`src/rtl/alu_operand_stage_if.sv`:
```
// Bundles the ID/EX-side and ALU-side signals of the operand stage.
// The stage itself connects through the slave modport.
interface alu_operand_stage_if #(
    parameter int XLEN = 32
);
    logic            in_valid;
    logic            in_ready;
    logic [1:0]      alu_src1;
    logic [1:0]      alu_src2;
    logic [1:0]      fwd_sel1;
    logic [1:0]      fwd_sel2;
    logic [XLEN-1:0] rs1_data;
    logic [XLEN-1:0] rs2_data;
    logic [XLEN-1:0] pc;
    logic [XLEN-1:0] imm;
    logic [XLEN-1:0] mem_fwd_data;
    logic [XLEN-1:0] wb_fwd_data;
    logic            flush;
    logic            out_valid;
    logic            out_ready;
    logic [XLEN-1:0] alu_in1;
    logic [XLEN-1:0] alu_in2;
    logic [XLEN-1:0] store_data;
    logic            sel_err;

    modport master (
        output in_valid, alu_src1, alu_src2, fwd_sel1, fwd_sel2,
               rs1_data, rs2_data, pc, imm, mem_fwd_data, wb_fwd_data,
               flush, out_ready,
        input  in_ready, out_valid, alu_in1, alu_in2, store_data, sel_err
    );

    modport slave (
        input  in_valid, alu_src1, alu_src2, fwd_sel1, fwd_sel2,
               rs1_data, rs2_data, pc, imm, mem_fwd_data, wb_fwd_data,
               flush, out_ready,
        output in_ready, out_valid, alu_in1, alu_in2, store_data, sel_err
    );
endinterface

```
`src/rtl/alu_operand_stage.sv`:
```
// ALU operand select/forwarding stage feeding a 2-entry skid buffer.
//   state   | meaning
//   S_EMPTY | no entry held, out_valid=0, in_ready=1
//   S_ONE   | head entry valid, in_ready=1
//   S_FULL  | head and tail valid, in_ready=0
module alu_operand_stage #(
    parameter int          XLEN   = 32,
    parameter int unsigned CONST2 = 4,
    parameter int unsigned CONST1 = 0
) (
    input  logic               clk,
    input  logic               rst_n,
    alu_operand_stage_if.slave bus
);
    localparam logic [XLEN-1:0] L_CONST1 = XLEN'(CONST1);
    localparam logic [XLEN-1:0] L_CONST2 = XLEN'(CONST2);

    typedef struct packed {
        logic [XLEN-1:0] in1;
        logic [XLEN-1:0] in2;
        logic [XLEN-1:0] st;
    } entry_t;

    typedef enum logic [1:0] {
        S_EMPTY = 2'b00,
        S_ONE   = 2'b01,
        S_FULL  = 2'b10
    } state_t;

    state_t          r_state;
    state_t          w_state_nxt;
    logic            r_in_ready;
    logic            r_sel_err;
    entry_t          r_head;
    entry_t          r_tail;
    entry_t          w_new;
    logic [XLEN-1:0] w_rs1;
    logic [XLEN-1:0] w_rs2;
    logic            w_push;
    logic            w_pop;
    logic            w_out_valid;
    logic            w_reserved;
    logic            w_load_head;
    logic            w_load_tail;
    logic            w_shift;

    always_comb begin
        w_rs1 = '0;
        case (bus.fwd_sel1)
            2'b00:   w_rs1 = bus.rs1_data;
            2'b01:   w_rs1 = bus.mem_fwd_data;
            2'b10:   w_rs1 = bus.wb_fwd_data;
            default: w_rs1 = '0;
        endcase
    end

    always_comb begin
        w_rs2 = '0;
        case (bus.fwd_sel2)
            2'b00:   w_rs2 = bus.rs2_data;
            2'b01:   w_rs2 = bus.mem_fwd_data;
            2'b10:   w_rs2 = bus.wb_fwd_data;
            default: w_rs2 = '0;
        endcase
    end

    always_comb begin
        w_new = '0;
        case (bus.alu_src1)
            2'b00:   w_new.in1 = w_rs1;
            2'b01:   w_new.in1 = bus.pc;
            2'b10:   w_new.in1 = L_CONST1;
            default: w_new.in1 = '0;
        endcase
        case (bus.alu_src2)
            2'b00:   w_new.in2 = w_rs2;
            2'b01:   w_new.in2 = bus.imm;
            2'b10:   w_new.in2 = L_CONST2;
            default: w_new.in2 = '0;
        endcase
        // store data always carries the forwarded rs2, independent of alu_src2
        w_new.st = w_rs2;
    end

    assign w_out_valid = (r_state != S_EMPTY);
    assign w_push      = bus.in_valid & r_in_ready;
    assign w_pop       = w_out_valid & bus.out_ready;
    assign w_reserved  = (&bus.alu_src1) | (&bus.alu_src2) |
                         (&bus.fwd_sel1) | (&bus.fwd_sel2);

    always_comb begin
        w_state_nxt = r_state;
        w_load_head = 1'b0;
        w_load_tail = 1'b0;
        w_shift     = 1'b0;
        case (r_state)
            S_EMPTY: begin
                if (w_push) begin
                    w_state_nxt = S_ONE;
                    w_load_head = 1'b1;
                end
            end
            S_ONE: begin
                if (w_push && !w_pop) begin
                    w_state_nxt = S_FULL;
                    w_load_tail = 1'b1;
                end else if (w_push && w_pop) begin
                    w_load_head = 1'b1;
                end else if (w_pop) begin
                    w_state_nxt = S_EMPTY;
                end
            end
            S_FULL: begin
                if (w_pop) begin
                    w_state_nxt = S_ONE;
                    w_shift     = 1'b1;
                end
            end
            default: w_state_nxt = S_EMPTY;
        endcase
        // flush drops everything, including a push arriving in the same cycle
        if (bus.flush) begin
            w_state_nxt = S_EMPTY;
            w_load_head = 1'b0;
            w_load_tail = 1'b0;
            w_shift     = 1'b0;
        end
    end

    always_ff @(posedge clk or negedge rst_n) begin
        if (!rst_n) begin
            r_state    <= S_EMPTY;
            r_in_ready <= 1'b1;
        end else begin
            r_state    <= w_state_nxt;
            r_in_ready <= (w_state_nxt != S_FULL);
        end
    end

    always_ff @(posedge clk or negedge rst_n) begin
        if (!rst_n) begin
            r_head <= '0;
            r_tail <= '0;
        end else begin
            if (w_load_head) begin
                r_head <= w_new;
            end else if (w_shift) begin
                r_head <= r_tail;
            end
            if (w_load_tail) begin
                r_tail <= w_new;
            end
        end
    end

    always_ff @(posedge clk or negedge rst_n) begin
        if (!rst_n) begin
            r_sel_err <= 1'b0;
        end else if (w_push && w_reserved) begin
            r_sel_err <= 1'b1;
        end
    end

    assign bus.in_ready   = r_in_ready;
    assign bus.out_valid  = w_out_valid;
    assign bus.alu_in1    = r_head.in1;
    assign bus.alu_in2    = r_head.in2;
    assign bus.store_data = r_head.st;
    assign bus.sel_err    = r_sel_err;
endmodule

```
`src/flat_wrapper.sv`:
```
// flat-port wrapper written by rule: the top's interface ports become plain ports
module alu_operand_stage_flat 
#(
    parameter int          XLEN   = 32,
    parameter int unsigned CONST2 = 4,
    parameter int unsigned CONST1 = 0
)
  (clk, rst_n, bus_in_valid, bus_alu_src1, bus_alu_src2, bus_fwd_sel1, bus_fwd_sel2, bus_rs1_data, bus_rs2_data, bus_pc, bus_imm, bus_mem_fwd_data, bus_wb_fwd_data, bus_flush, bus_out_ready, bus_in_ready, bus_out_valid, bus_alu_in1, bus_alu_in2, bus_store_data, bus_sel_err);
  alu_operand_stage_if #(.XLEN(XLEN)) bus_i ();
  input  logic clk;
  input  logic rst_n;
  input wire logic [$bits(bus_i.in_valid)-1:0] bus_in_valid;
  input wire logic [$bits(bus_i.alu_src1)-1:0] bus_alu_src1;
  input wire logic [$bits(bus_i.alu_src2)-1:0] bus_alu_src2;
  input wire logic [$bits(bus_i.fwd_sel1)-1:0] bus_fwd_sel1;
  input wire logic [$bits(bus_i.fwd_sel2)-1:0] bus_fwd_sel2;
  input wire logic [$bits(bus_i.rs1_data)-1:0] bus_rs1_data;
  input wire logic [$bits(bus_i.rs2_data)-1:0] bus_rs2_data;
  input wire logic [$bits(bus_i.pc)-1:0] bus_pc;
  input wire logic [$bits(bus_i.imm)-1:0] bus_imm;
  input wire logic [$bits(bus_i.mem_fwd_data)-1:0] bus_mem_fwd_data;
  input wire logic [$bits(bus_i.wb_fwd_data)-1:0] bus_wb_fwd_data;
  input wire logic [$bits(bus_i.flush)-1:0] bus_flush;
  input wire logic [$bits(bus_i.out_ready)-1:0] bus_out_ready;
  output wire logic [$bits(bus_i.in_ready)-1:0] bus_in_ready;
  output wire logic [$bits(bus_i.out_valid)-1:0] bus_out_valid;
  output wire logic [$bits(bus_i.alu_in1)-1:0] bus_alu_in1;
  output wire logic [$bits(bus_i.alu_in2)-1:0] bus_alu_in2;
  output wire logic [$bits(bus_i.store_data)-1:0] bus_store_data;
  output wire logic [$bits(bus_i.sel_err)-1:0] bus_sel_err;
  assign bus_i.in_valid = bus_in_valid;
  assign bus_i.alu_src1 = bus_alu_src1;
  assign bus_i.alu_src2 = bus_alu_src2;
  assign bus_i.fwd_sel1 = bus_fwd_sel1;
  assign bus_i.fwd_sel2 = bus_fwd_sel2;
  assign bus_i.rs1_data = bus_rs1_data;
  assign bus_i.rs2_data = bus_rs2_data;
  assign bus_i.pc = bus_pc;
  assign bus_i.imm = bus_imm;
  assign bus_i.mem_fwd_data = bus_mem_fwd_data;
  assign bus_i.wb_fwd_data = bus_wb_fwd_data;
  assign bus_i.flush = bus_flush;
  assign bus_i.out_ready = bus_out_ready;
  assign bus_in_ready = bus_i.in_ready;
  assign bus_out_valid = bus_i.out_valid;
  assign bus_alu_in1 = bus_i.alu_in1;
  assign bus_alu_in2 = bus_i.alu_in2;
  assign bus_store_data = bus_i.store_data;
  assign bus_sel_err = bus_i.sel_err;
  alu_operand_stage #(.XLEN(XLEN), .CONST2(CONST2), .CONST1(CONST1)) u_core (.clk(clk), .rst_n(rst_n), .bus(bus_i));
endmodule
```
`config.mk`:
```
export PLATFORM = sky130hd
export DESIGN_NAME = alu_operand_stage_flat
export DESIGN_NICKNAME = d
export VERILOG_FILES = /design/src/rtl/alu_operand_stage_if.sv /design/src/rtl/alu_operand_stage.sv /design/src/flat_wrapper.sv
export SDC_FILE = /design/constraint.sdc
export NUM_CORES = 1
export LEC_CHECK = 0
export ABC_CLOCK_PERIOD_IN_PS = 1990
export CAP_MARGIN = 20
export CORE_UTILIZATION = 43
export DETAILED_ROUTE_END_ITERATION = 7
export HOLD_SLACK_MARGIN = 0.03
export PLACE_DENSITY = 0.78
export SETUP_SLACK_MARGIN = 0.5
export SLEW_MARGIN = 20
export SYNTH_ARGS = -nofsm -noshare
export SYNTH_HDL_FRONTEND = slang
export SYNTH_SLANG_ARGS = --single-unit
```
`constraint.sdc`:
```
create_clock -name clk -period 1.99 [get_ports clk]
set_input_delay 0.398 -clock clk [delete_from_list [all_inputs] [get_ports clk]]
set_output_delay 0.398 -clock clk [all_outputs]
set_load 0.05 [all_outputs]
```
# Word-level counts from Yosys, hierarchy flattened
# Cells that the tools add are included.
# classes
n_bitwise,5
mux,24
eq_ne,10
reduce_logical,15
# ops
cell,n
32-bit case mux with 3 select lines,3
96-bit two-way mux,2
32-bit case mux with 2 select lines,1
2-bit two-way mux,6
"2-bit by 1-bit equality test with 1-bit output, second input constant",5
2-bit logical NOT,5
1-bit two-way mux,10
"2-bit equality test, second input constant",4
2-bit AND reduction,4
2-bit case mux with 3 select lines,1
2-bit nonzero test,2
1-bit logical AND,3
1-bit OR,3
1-bit AND,2
"2-bit inequality test, second input constant",1
1-bit case mux with 2 select lines,1
1-bit logical NOT,1
# word_totals
out_inout_bits,99
reg_bits,196
word_cells,63
input_bits,205

# Longest topological paths before layout
# depth
word_depth,8
ltp_mapped,7
ltp_nobuf,4

# Worst setup path after synthesis
# OpenSTA, ideal clock, no wires.
# synth_timing
path_kind,reg2reg
start,"register u_core.r_in_ready, in the netlist u_core.bus.in_ready"
end,"register u_core.r_head, in the netlist u_core.bus.store_data[30]"
stages_incl_launch_ff,6
synth_period_minus_slack_ps,2190
setup_slack_ps,-200
setup_ps,126
n_path_buf,1
t_required_ps,1864
arrival_ps,2064
cell_sequence,dfstp_2 > nand2_1 > or4_1 > clkbuf_1 > and3_1 > a221o_1
# synth_via
elab_chain_len,7
word_cells_on_any_way,10
classes_between,6 x mux; 1 x bitwise; 3 x reduce/logical
# synth_lines
element,line_no,text
start: declaration,alu_operand_stage.sv:32,logic r_in_ready;
start signal: assignment,alu_operand_stage.sv:136,r_in_ready <= (w_state_nxt != S_FULL);
1-bit AND (*),alu_operand_stage.sv:86,assign w_push = bus.in_valid & r_in_ready;
1-bit logical AND,alu_operand_stage.sv:107,end else if (w_push && w_pop) begin
1-bit two-way mux,alu_operand_stage.sv:107,
1-bit two-way mux,alu_operand_stage.sv:104,if (w_push && !w_pop) begin
1-bit case mux with 2 select lines (*),alu_operand_stage.sv:96,case (r_state)
1-bit two-way mux (*),alu_operand_stage.sv:122,if (bus.flush) begin
96-bit two-way mux / 2-bit nonzero test (equally long branches),-,
end signal: assignment,alu_operand_stage.sv:146,r_head <= w_new;
end signal: assignment,alu_operand_stage.sv:148,r_head <= r_tail;
end: declaration,alu_operand_stage.sv:34,entry_t r_head;
# Every way passes the cells marked *; elsewhere a longest branch is shown, timed or not.
# A chain may end at the register's enable or synchronous reset.

# Final worst setup path
# layout_timing
start,"register u_core.r_in_ready, in the netlist u_core.bus.in_ready"
end,"register u_core.r_head, in the netlist u_core.bus.alu_in2[19]"
# The elaborated chain is that of the path after synthesis.

==> impl_metrics.csv <==
group,metric,value,unit
grt,antenna_found_initial,2,
synth,synth-warning-count,0,
setup_path,slowest_delay,0.56,ns
status,violations,"setup timing",
clock_network,htree_levels,4,
grt,track_usage,33.81,%
power,p_sw_share,38.40,%
sta,fin_ws,-0.2933,ns
drt,drt-total-wl,44.55,mm
synth,synth_top_area_cell,"dfrtp_1",
clock_network,clkSlewWorstSetupHoldPaths,0.08,ns
synth,netlist_area,0.009622,mm2
sta,max_freq,438.0,MHz
placed_design,post-place-ws,-0.3117,ns
floorplanning,dieArea,0.02298,mm2
floorplanning,start_util,43.95,%
sta,finalCritPeriodShare,114.7,%
drt,detail-route-antenna-nets,0,
sta,hold_ws,0.3830,ns
final_layout,multi_input_area,0.005080,mm2
final_layout,layout.cells.non_filler,1593,
setup_path,cp_max_fo,5,
drt,drtPass1Iterations,5,
sta,post-route-min-period,2.283,ns
power,p_clk_share,23.6,%
power,seq_power_share,39.5,%
hold_path,hold_path_depth,3,
setup_path,reg2regPathDepth,8,
synth,netlist.area_leader.share,50.72,%
power,total_power,14130,uW
setup_path,crit_chain,"nand2_4 -> buf_6 -> o41ai_4 -> buf_6 -> buf_12 -> buf_12 -> o22ai_2 -> a21oi_1",
synth,seq_area_frac_synth,50.99,%
drt,wl_per_cell,27.97,um
final_layout,regArea,0.004906,mm2
final_layout,drive_gt1_share,34.98,%
grt,grt_pass1_wl,56.21,mm
power,intPower,8706,uW
final_layout,syn2layout_area_growth,63.68,%
setup_path,rrSetupSlack,-0.29,ns
floorplanning,core.rowCount,54,
setup_path,worstSetupEndpointType,"flip-flop",
status,status,"finished with violations",
hold_path,holdCritStartpoint,"bus_flush",
run,maxCapViolations,0,
power,p_per_area,897.4,mW/mm2
sta,finalSetupTns,-0.3901,ns
power,combinationalPowerShare,36.8,%
hold_path,min_delay_worst_endpoint,"u_core.r_state[0]",
placed_design,dp.cells,1507,
synth,synthDistinctLibCells,45,
placed_design,gp_congestion,0.8872,
final_layout,layout.nets,1505,
synth,synth_nets,1120,
sta,fin_skew,0.008355,ns
clock_network,worstSkewPairLatency,0.44,ns
setup_path,r2r-end,"u_core.bus.alu_in2[19]",
drt,drc,0,
sta,finalHoldViolCount,0,
floorplanning,pin_count,304,
sta,rsz0062_at_grt,"true",
sta,tightest_slew,0.7367,ns
setup_path,critical_path_class,"reg -> reg",
floorplanning,die_width,151.6,um
placed_design,dp_hpwl,28.35,mm
power,ir_worst_vdd,0.0005564,V
setup_path,cp-start-kind,"flip-flop",
synth,synth-main-ff-cell,"dfrtp_1",
synth,async_reset_ff_share,100.0,%
setup_path,timing.rr.start,"u_core.bus.in_ready",
sta,slew_headroom,49.48,%
clock_network,cts_num_sinks,196,
drt,via_count,10238,
setup_path,cp.arrival,2.58,ns
hold_path,hp-class,"in -> reg",
power,p_switching,5428,uW
drt,via_per_inst,6.427,
power,leakagePower,0.006942,uW
placed_design,io_buffers,303,
final_layout,final.fill_count,1438,
setup_path,slowest_stage,"dfstp_2",
sta,setup_violations,5,
floorplanning,die_height,151.6,um
synth,synthTopCellsByArea,"dfrtp_1 51%, o21ai_0 5.1%, o22ai_1 5.1%",
clock_network,cts_max_path_buffers,2,
grt,grt_max_degree,60,
clock_network,clock-root-buffer,"clkbuf_16",
synth,netlist_instances,915,
grt,overflow,0,
grt,grt_pass1_vias,9495,
sta,drv_slew,0,
setup_path,cp.required,2.29,ns
synth,ys_ff_latch,196,
clock_network,cts_buffers,17,
clock_network,cts_tree,"yes",
synth,synth_area_per_cell,10.52,um2
drt,drtIter0Drc,1074,
synth,synth_edf_count,0,
floorplanning,core,0.02189,mm2
-- cell usage after synthesis, types with 2 or more instances --
cell / n
inv_1: 4
a21oi_1: 65
buf_2: 8
and2_1: 2
a221o_1: 14
o2bb2ai_1: 31
clkbuf_1: 75
buf_6: 4
a221oi_1: 31
nor2b_1: 3
nor3_1: 2
mux2i_1: 34
nor2_1: 39
and3b_1: 30
a211oi_1: 4
o22ai_1: 79
and3_1: 14
mux2_4: 20
buf_1: 2
nand2_1: 67
mux2_2: 39
mux2_1: 3
nand3b_1: 2
o21ai_0: 99
dfrtp_1: 195
o21a_1: 30
-- worst max path at each step --
stage / startpoint / endpoint / cells past startpoint
after floorplan: u_core.bus.in_ready / u_core.r_tail[10] / 6
after global placement: bus_out_ready / u_core.r_tail[46] / 7
after detailed placement: bus_out_ready / u_core.r_tail[50] / 7
after CTS: u_core.bus.in_ready / u_core.r_tail[50] / 5
after global routing: u_core.bus.in_ready / u_core.bus.alu_in2[19] / 8
final: u_core.bus.in_ready / u_core.bus.alu_in2[19] / 8
-- routing by layer --
layer | wire [um] | up-vias | GRT usage [%]
met5 | 15 | - | 0
met4 | 2746 | 2 | 16.34
met3 | 4955 | 179 | 6.497
met2 | 21240 | 792 | 55.89
met1 | 15590 | 5060 | 42.55
li1 | - | 4205 | -
-- per-stage QoR --
step / cell area [um2] / util, %
finish: 15750 / 71.94
global placement: 13560 / 61.96
detailed placement: 13560 / 61.96
floorplan: 9654 / -
global route: 15750 / 71.93
CTS: 14270 / 65.20
-- layout make-up --
| type | instances | area share [%] |
|---|---|---|
| antenna | 1 | 0.01589 |
| clock buffer | 19 | 2.812 |
| clock inverter | 12 | 0.6832 |
| inverter | 5 | 0.1192 |
| multi-input combinational | 625 | 32.26 |
| sequential | 196 | 31.15 |
| tap | 280 | 2.225 |
| timing repair buffer | 455 | 30.74 |
-- critical path, delay by kind of cell (launching register included) --
kind,cells,cell delay [ns]
AND/OR/NAND/NOR,1,0.06
flip-flops,1,0.56
AO/OA/AOI/OAI,3,0.90
buffers and inverters,4,0.60
-- state kept, by name (all words and copies together), names as in the netlist --
signal and cells:
u_core.bus.in_ready 1, u_core.r_tail 96, u_core.bus.alu_in1 32, u_core.bus.sel_err 1, u_core.r_state 2, u_core.bus.store_data 32
u_core.bus.alu_in2 32
-- power by group through the flow --
stage | clock (uW) | combinational, uW | sequential [uW]
after floorplan | 0 | 1280 | 6690
after global placement | 0 | 4550 | 5390
after detailed placement | 0 | 4630 | 5430
after CTS | 3300 | 4640 | 5370
after global routing | 3490 | 5410 | 5640
final | 3340 | 5210 | 5590
-- placed cells by master (no fill, tap or decap), types with 18 or more instances in the layout --
cell	instances
clkdlybuf4s50_1	199
mux2_2	39
and3b_1	30
nand2_1	54
mux2_4	22
buf_12	36
buf_6	22
a21oi_2	24
nor2_1	34
o21ai_1	25
o22ai_4	18
buf_2	29
o21a_1	30
a21oi_1	41
o22ai_2	35
buf_4	137
o22ai_1	26
dfrtp_1	195
o2bb2ai_1	31
o21ai_0	70
clkbuf_16	32
mux2i_1	34
a221oi_1	31
-- what timing repair did --
action / in CTS / in global routing
hold buffers: 1 / 0
endpoints found under the hold margin: 53 / 0
pin swaps: 2 / 52
endpoints found under the setup margin: 231 / 216
gates resized for setup: 192 / 202
setup buffers: 7 / 21
gates cloned: 5 / 20
-- logic make-up after synthesis --
kind of cell | share of synthesized area, %
AOI/OAI and AO/OA | 24.12
DFF | 50.99
and+or+nand+nor | 9.142
muxes | 11.57
buffers and inverters | 4.083
xor gates and xnor gates | 0.09104
No activity file was read; power rests on OpenSTA's default activity.
